--- config.mk ---
export PLATFORM = sky130hd
export DESIGN_NAME = audio_sd_dac_mc
export DESIGN_NICKNAME = d
export VERILOG_FILES = /design/src/rtl/audio_io_pkg.sv /design/src/rtl/sd_mod1.sv /design/src/rtl/audio_sd_dac_mc.sv
export SDC_FILE = /design/constraint.sdc
export NUM_CORES = 1
export LEC_CHECK = 0
export CORE_MARGIN = 8
export CORE_UTILIZATION = 58
export CTS_BUF_LIST = sky130_fd_sc_hd__clkbuf_8
export CTS_CLUSTER_DIAMETER = 50
export DETAILED_ROUTE_END_ITERATION = 10
export GPL_TIMING_DRIVEN = 1
export PLACE_DENSITY = 0.76
export SLEW_MARGIN = 5
export SYNTH_ARGS = -nofsm -noshare
export SYNTH_HDL_FRONTEND = slang
export SYNTH_SLANG_ARGS = --single-unit
export TNS_END_PERCENT = 50
--- constraint.sdc ---
create_clock -name clk -period 4.2 [get_ports clk]
set_input_delay 0.63 -clock clk [delete_from_list [all_inputs] [get_ports clk]]
set_output_delay 0.63 -clock clk [all_outputs]
set_load 0.01 [all_outputs]
--- src/rtl/audio_io_pkg.sv ---
// Shared constants and helpers for the audio I/O sigma-delta path.
// The LFSR constants are only used when AUDIO_SD_DITHER_EN is defined.
package audio_io_pkg;

  localparam logic [15:0] LFSR_POLY = 16'hB400;
  localparam logic [15:0] LFSR_SEED = 16'hACE1;

  // Two's complement -> offset binary for a w-bit value held in the low bits.
  function automatic logic [15:0] to_offset_bin(input logic [15:0] s, input int unsigned w);
    return s ^ (16'h0001 << (w - 1));
  endfunction

endpackage

--- src/rtl/sd_mod1.sv ---
// First-order sigma-delta modulator: W-bit accumulator whose carry-out is
// the registered 1-bit density output.
module sd_mod1 #(
  parameter int W = 12
) (
  input  logic         clk,
  input  logic         rst_n,
  input  logic         ena_i,
  input  logic [W-1:0] u_i,
  input  logic         cin_i,
  output logic         sd_o
);

  logic [W-1:0] acc_q, acc_d;
  logic         carry;
  logic         sd_q;

  always_comb begin
    {carry, acc_d} = {1'b0, acc_q} + {1'b0, u_i} + {{W{1'b0}}, cin_i};
  end

  // NOTE: state registers use non-blocking assignments so every flop samples
  // pre-edge values regardless of process evaluation order.
  always_ff @(posedge clk or negedge rst_n) begin
    if (!rst_n) begin
      acc_q <= '0;
      sd_q  <= 1'b0;
    end else if (ena_i) begin
      acc_q <= acc_d;
      sd_q  <= carry;
    end
  end

  assign sd_o = sd_q;

endmodule

--- src/rtl/audio_sd_dac_mc.sv ---
// Multi-channel first-order sigma-delta audio DAC with frame-synchronous
// sample transfer and sticky status. Define AUDIO_SD_DITHER_EN for LFSR dither.
module audio_sd_dac_mc
  import audio_io_pkg::*;
#(
  parameter  int N_CH     = 2,
  parameter  int W        = 12,
  parameter  int OSR_LOG2 = 6,
  localparam int CHW      = (N_CH > 1) ? $clog2(N_CH) : 1
) (
  input  logic            clk,
  input  logic            rst_n,
  input  logic            ena,
  input  logic            s_valid,
  output logic            s_ready,
  input  logic [CHW-1:0]  s_chan,
  input  logic [W-1:0]    s_data,
  input  logic            clr_flags,
  output logic            frame_tick,
  output logic [N_CH-1:0] sd_out,
  output logic [N_CH-1:0] underrun,
  output logic [N_CH-1:0] overrun,
  output logic            err_chan
);

  logic [OSR_LOG2-1:0] cnt_q;
  logic [W-1:0]        shadow_q [N_CH];
  logic [W-1:0]        active_q [N_CH];
  logic [N_CH-1:0]     pending_q, pending_d;
  logic [N_CH-1:0]     under_q, under_d;
  logic [N_CH-1:0]     over_q, over_d;
  logic                err_q, err_d;
  logic                accept, chan_ok, wr_en, wrap, cin;

  assign s_ready = ena;
  assign accept  = s_valid & ena;
  assign chan_ok = int'(s_chan) < N_CH;
  assign wr_en   = accept & chan_ok;
  assign wrap    = ena & (&cnt_q);

  // NOTE: every combinational output gets a default first, so no path can
  // leave a variable unassigned and infer a latch.
  always_comb begin
    pending_d = wrap ? '0 : pending_q;
    under_d   = clr_flags ? '0 : under_q;
    over_d    = clr_flags ? '0 : over_q;
    err_d     = clr_flags ? 1'b0 : err_q;
    if (wrap) under_d = under_d | ~pending_q;
    if (wr_en) begin
      if (pending_q[s_chan]) over_d[s_chan] = 1'b1;
      pending_d[s_chan] = 1'b1;
    end
    if (accept && !chan_ok) err_d = 1'b1;
  end

  always_ff @(posedge clk or negedge rst_n) begin
    if (!rst_n) begin
      cnt_q     <= '0;
      pending_q <= '0;
      under_q   <= '0;
      over_q    <= '0;
      err_q     <= 1'b0;
    end else begin
      if (ena) cnt_q <= cnt_q + 1'b1;
      pending_q <= pending_d;
      under_q   <= under_d;
      over_q    <= over_d;
      err_q     <= err_d;
    end
  end

  // NOTE: the sample registers are reset on purpose: zero is midscale, so a
  // reset mid-stream must discard stale audio rather than replay it.
  always_ff @(posedge clk or negedge rst_n) begin
    if (!rst_n) begin
      for (int i = 0; i < N_CH; i++) begin
        shadow_q[i] <= '0;
        active_q[i] <= '0;
      end
    end else begin
      for (int i = 0; i < N_CH; i++) begin
        if (wrap) active_q[i] <= shadow_q[i];
        if (wr_en && (s_chan == CHW'(i))) shadow_q[i] <= s_data;
      end
    end
  end

`ifdef AUDIO_SD_DITHER_EN
  logic [15:0] lfsr_q;

  always_ff @(posedge clk or negedge rst_n) begin
    if (!rst_n)   lfsr_q <= LFSR_SEED;
    else if (ena) lfsr_q <= lfsr_q[0] ? ((lfsr_q >> 1) ^ LFSR_POLY) : (lfsr_q >> 1);
  end

  assign cin = lfsr_q[0];
`else
  assign cin = 1'b0;
`endif

  for (genvar g = 0; g < N_CH; g++) begin : g_ch
    logic [W-1:0] u;
    assign u = W'(to_offset_bin(16'(active_q[g]), W));

    sd_mod1 #(.W(W)) u_mod (
      .clk   (clk),
      .rst_n (rst_n),
      .ena_i (ena),
      .u_i   (u),
      .cin_i (cin),
      .sd_o  (sd_out[g])
    );
  end

  assign frame_tick = wrap;
  assign underrun   = under_q;
  assign overrun    = over_q;
  assign err_chan   = err_q;

endmodule

==> flow_summary.yaml <==
yosys:
  postSynthCellCount: 380
  ys_seq_elements: 86
  ys.flop_type: "dfrtp_1"
  synth_area_sq_mm: 0.00448
  syn_avg_cell_area_sq_um: 11.8
  synth_area_leaders: "dfrtp_1 48%, mux2_2 9.1%, ha_1 7.0%"
  ys_seq_area_frac: 0.481
  synth_cell_types: 49
  post-synth-top-area-cell: "dfrtp_1"
  syn_nets: 425
  netlist.area_leader.share: 0.481
  async_flop_share: 1.00
  synth_edf_count: 0
  yosysWarnings: 0
layout:
  nNetsFinal: 446
  drive_gt1_frac: 0.197
  areaGrowthSynthToFinish_pct: 10.5
  stdcell_count: 508
  diodes: 0
cts:
  path_clk_slew_ns: 0.09
  cts_made_buffers: 9
  clk_path_buf_depth: 2
  cts_resized: 0
  post-cts-setup-buffer-count: 0
  h-tree-depth: 3
  hold_buffers: 0
  clk_latency_ns: 0.36
  clock-sinks: 86
  cts_root_buffer: "clkbuf_8"
  cts_tree: "yes"
global_route:
  grt.total_usage: 0.163
  grt_max_degree: 87
  antenna_found_initial: 0
  grt.overflow.total: 0
  grt_pass1_vias: 3041
  grt_pass1_wl_microns: 14500
drt:
  num_vias: 2988
  drt_iter0_markers: 125
  drc: 0
  drtAntennaViolNets: 0
  drt-pass1-iter-count: 4
  avgViaCountPerCell: 5.88
  wirelength_microns: 8280
  wl_per_cell_microns: 16.3
pwr:
  peakVddDrop_uv: 409
  power_frac_clock: 0.224
  p_leak_nw: 2.33
  power_switching_mw: 0.828
  power_density_mw_per_mm2: 495
  power_frac_comb: 0.311
  p_seq_frac: 0.464
  switching_share: 0.338
  fin_total_pwr_mw: 2.45
  p_int_mw: 1.62
timing:
  period_needed_ns: 2.79
  setup-tns-final_ns: 0
  worstMarginPinSlew_ns: 1.04
  finalHoldViolations: 0
  setup_viol: 0
  slew_violations: 0
  slew_headroom: 0.305
  rsz0062_at_grt: "false"
  skew_ns: 0.0102
  fmaxAchievable_ghz: 0.359
  finalCritPeriodShare: 0.663
floorplanning:
  die_x_microns: 104
  core.rowCount: 32
  dieArea_sq_mm: 0.0108
  initial_core_util: 0.588
  ios: 27
  core_area_sq_mm: 0.00761
  die_y_microns: 104
job:
  maxCapViolCount: 0
setup_path:
  r2r_start: "active_q[0]"
  path_cells: "clkdlybuf4s50_1 > buf_4 > clkdlybuf4s50_1"
  cp-start-kind: "input pin"
  critPathTopFamily: "buffers and inverters"
  crit_slowest_cell: "clkdlybuf4s50_1"
  critPathLaunch: "ena"
  cpMostUsedCell: "clkdlybuf4s50_1"
  cp_slowest_stage_delay_ns: 0.63
  required_ns: 3.57
  path_buf_inv: 3
  crit_type: "input pin to primary output"
  worst_setup_path_end_kind: "primary output"
  cp_max_fo: 38
  cp.arrival_ns: 2.16
hold_path:
  worstHoldPathType: "input pin to asynchronous set/reset pin"
status:
  outcome: "finished clean"
place:
  placedCellCount: 492
  gp_congestion: 0.869
  portBuffers: 25
  dpl.hpwl_microns: 5700
[power by group through the flow]
stage               registers (mW)  clock network (mW)  logic [mW]
finish                        1.14               0.549       0.762
global route                  1.16               0.593       0.858
CTS                           1.14               0.563       0.761
detailed placement            1.16                   0       0.755
global placement              1.15                   0       0.717
floorplan                     1.12                   0       0.613
[stage by stage]
| step | setup WS (ns) | hold slack (ns) | cell area, sq um | util |
|---|---|---|---|---|
| 3_3_place_gp | 1.43 | 0.442 | 4770 | 0.626 |
| 5_1_grt | 1.34 | 0.473 | 4950 | 0.650 |
| 3_5_place_dp | 1.40 | 0.444 | 4770 | 0.626 |
| 4_1_cts | 1.39 | 0.456 | 4950 | 0.650 |
| 6_report | 1.41 | 0.447 | 4950 | 0.650 |
| 2_1_floorplan | 2.35 | 0.334 | 4480 | - |
[cell families (layout without fill, tap and decap cells)]
family,after synthesis,after routing,share of synthesized area
adders and majority gates,27,27,0.0788
muxes,57,57,0.143
AOI/OAI and AO/OA,90,90,0.154
buffers and inverters,27,53,0.0316
and+or+nand+nor,81,81,0.0900
xor gates and xnor gates,11,11,0.0215
other,1,1,0.000838
DFF,86,86,0.481
[area by class of cell]
cell class,instances,area [sq um]
clock buffers,10,138
clock inverters,6,45.0
fillers,603,2660
inverters,10,37.5
multi-input cells,267,2190
flip-flops and latches,86,2150
well taps,102,128
repair buffers,27,263
[sequential cells by signal (all words and copies together), names as in the netlist]
name / flops
cnt_q: 6
shadow_q: 24
g_ch.u_mod.acc_q: 24
active_q: 24
pending_q: 2
overrun: 2
g_ch.u_mod.sd_o: 2
underrun: 2
[layer usage]
layer,up-vias,share of wire,global-route usage
li1,1452,-,-
met1,1480,0.48,0.210
met2,42,0.47,0.249
met3,14,0.035,0.0440
met4,0,0.024,0.0745
met5,-,0,0
[worst paths after layout]
path / to / depth (start not counted) / slack, ns
max: s_ready / 3 / 1.41
min: cnt_q[3] / 1 / 0.45
max reg2reg: g_ch[1].u_mod.acc_q[10] / 6 / 2.15
min reg2reg: underrun[0] / 1 / 0.45
max in group asynchronous: g_ch[1].u_mod.acc_q[1] / 1 / 3.08
min in group clk: underrun[0] / 1 / 0.45
[cells in the final DEF, fill, tap and decap left out, types with 5 or more instances in the layout]
cell type        synthesis  final
dfrtp_1                 86     86
mux2_2                  36     36
ha_1                    25     25
nand2_1                 24     24
clkdlybuf4s50_1          0     24
mux2_1                  19     19
a21oi_1                 18     18
nor2_1                  16     15
nand3_1                 12     12
nand4_1                 10     10
clkbuf_8                 0     10
inv_1                    9      9
o21ai_0                  9      9
a21o_1                   8      8
xnor2_1                  7      7
o22ai_1                  6      6
a211o_1                  6      6
and3_1                   6      6
a211oi_1                 6      6
o21ai_1                  5      5
[Yosys cell counts (all sizes together) (10+ instances only)]
library cell and number:
a211oi 10, a21o 10, a21oi 22, buf 16
dfrtp 86, ha 25, inv 10, mux2 55
nand2 25, nand3 13, nand4 10, nor2 16
o21ai 16
Note: power is estimated with default switching activity, not from simulation.
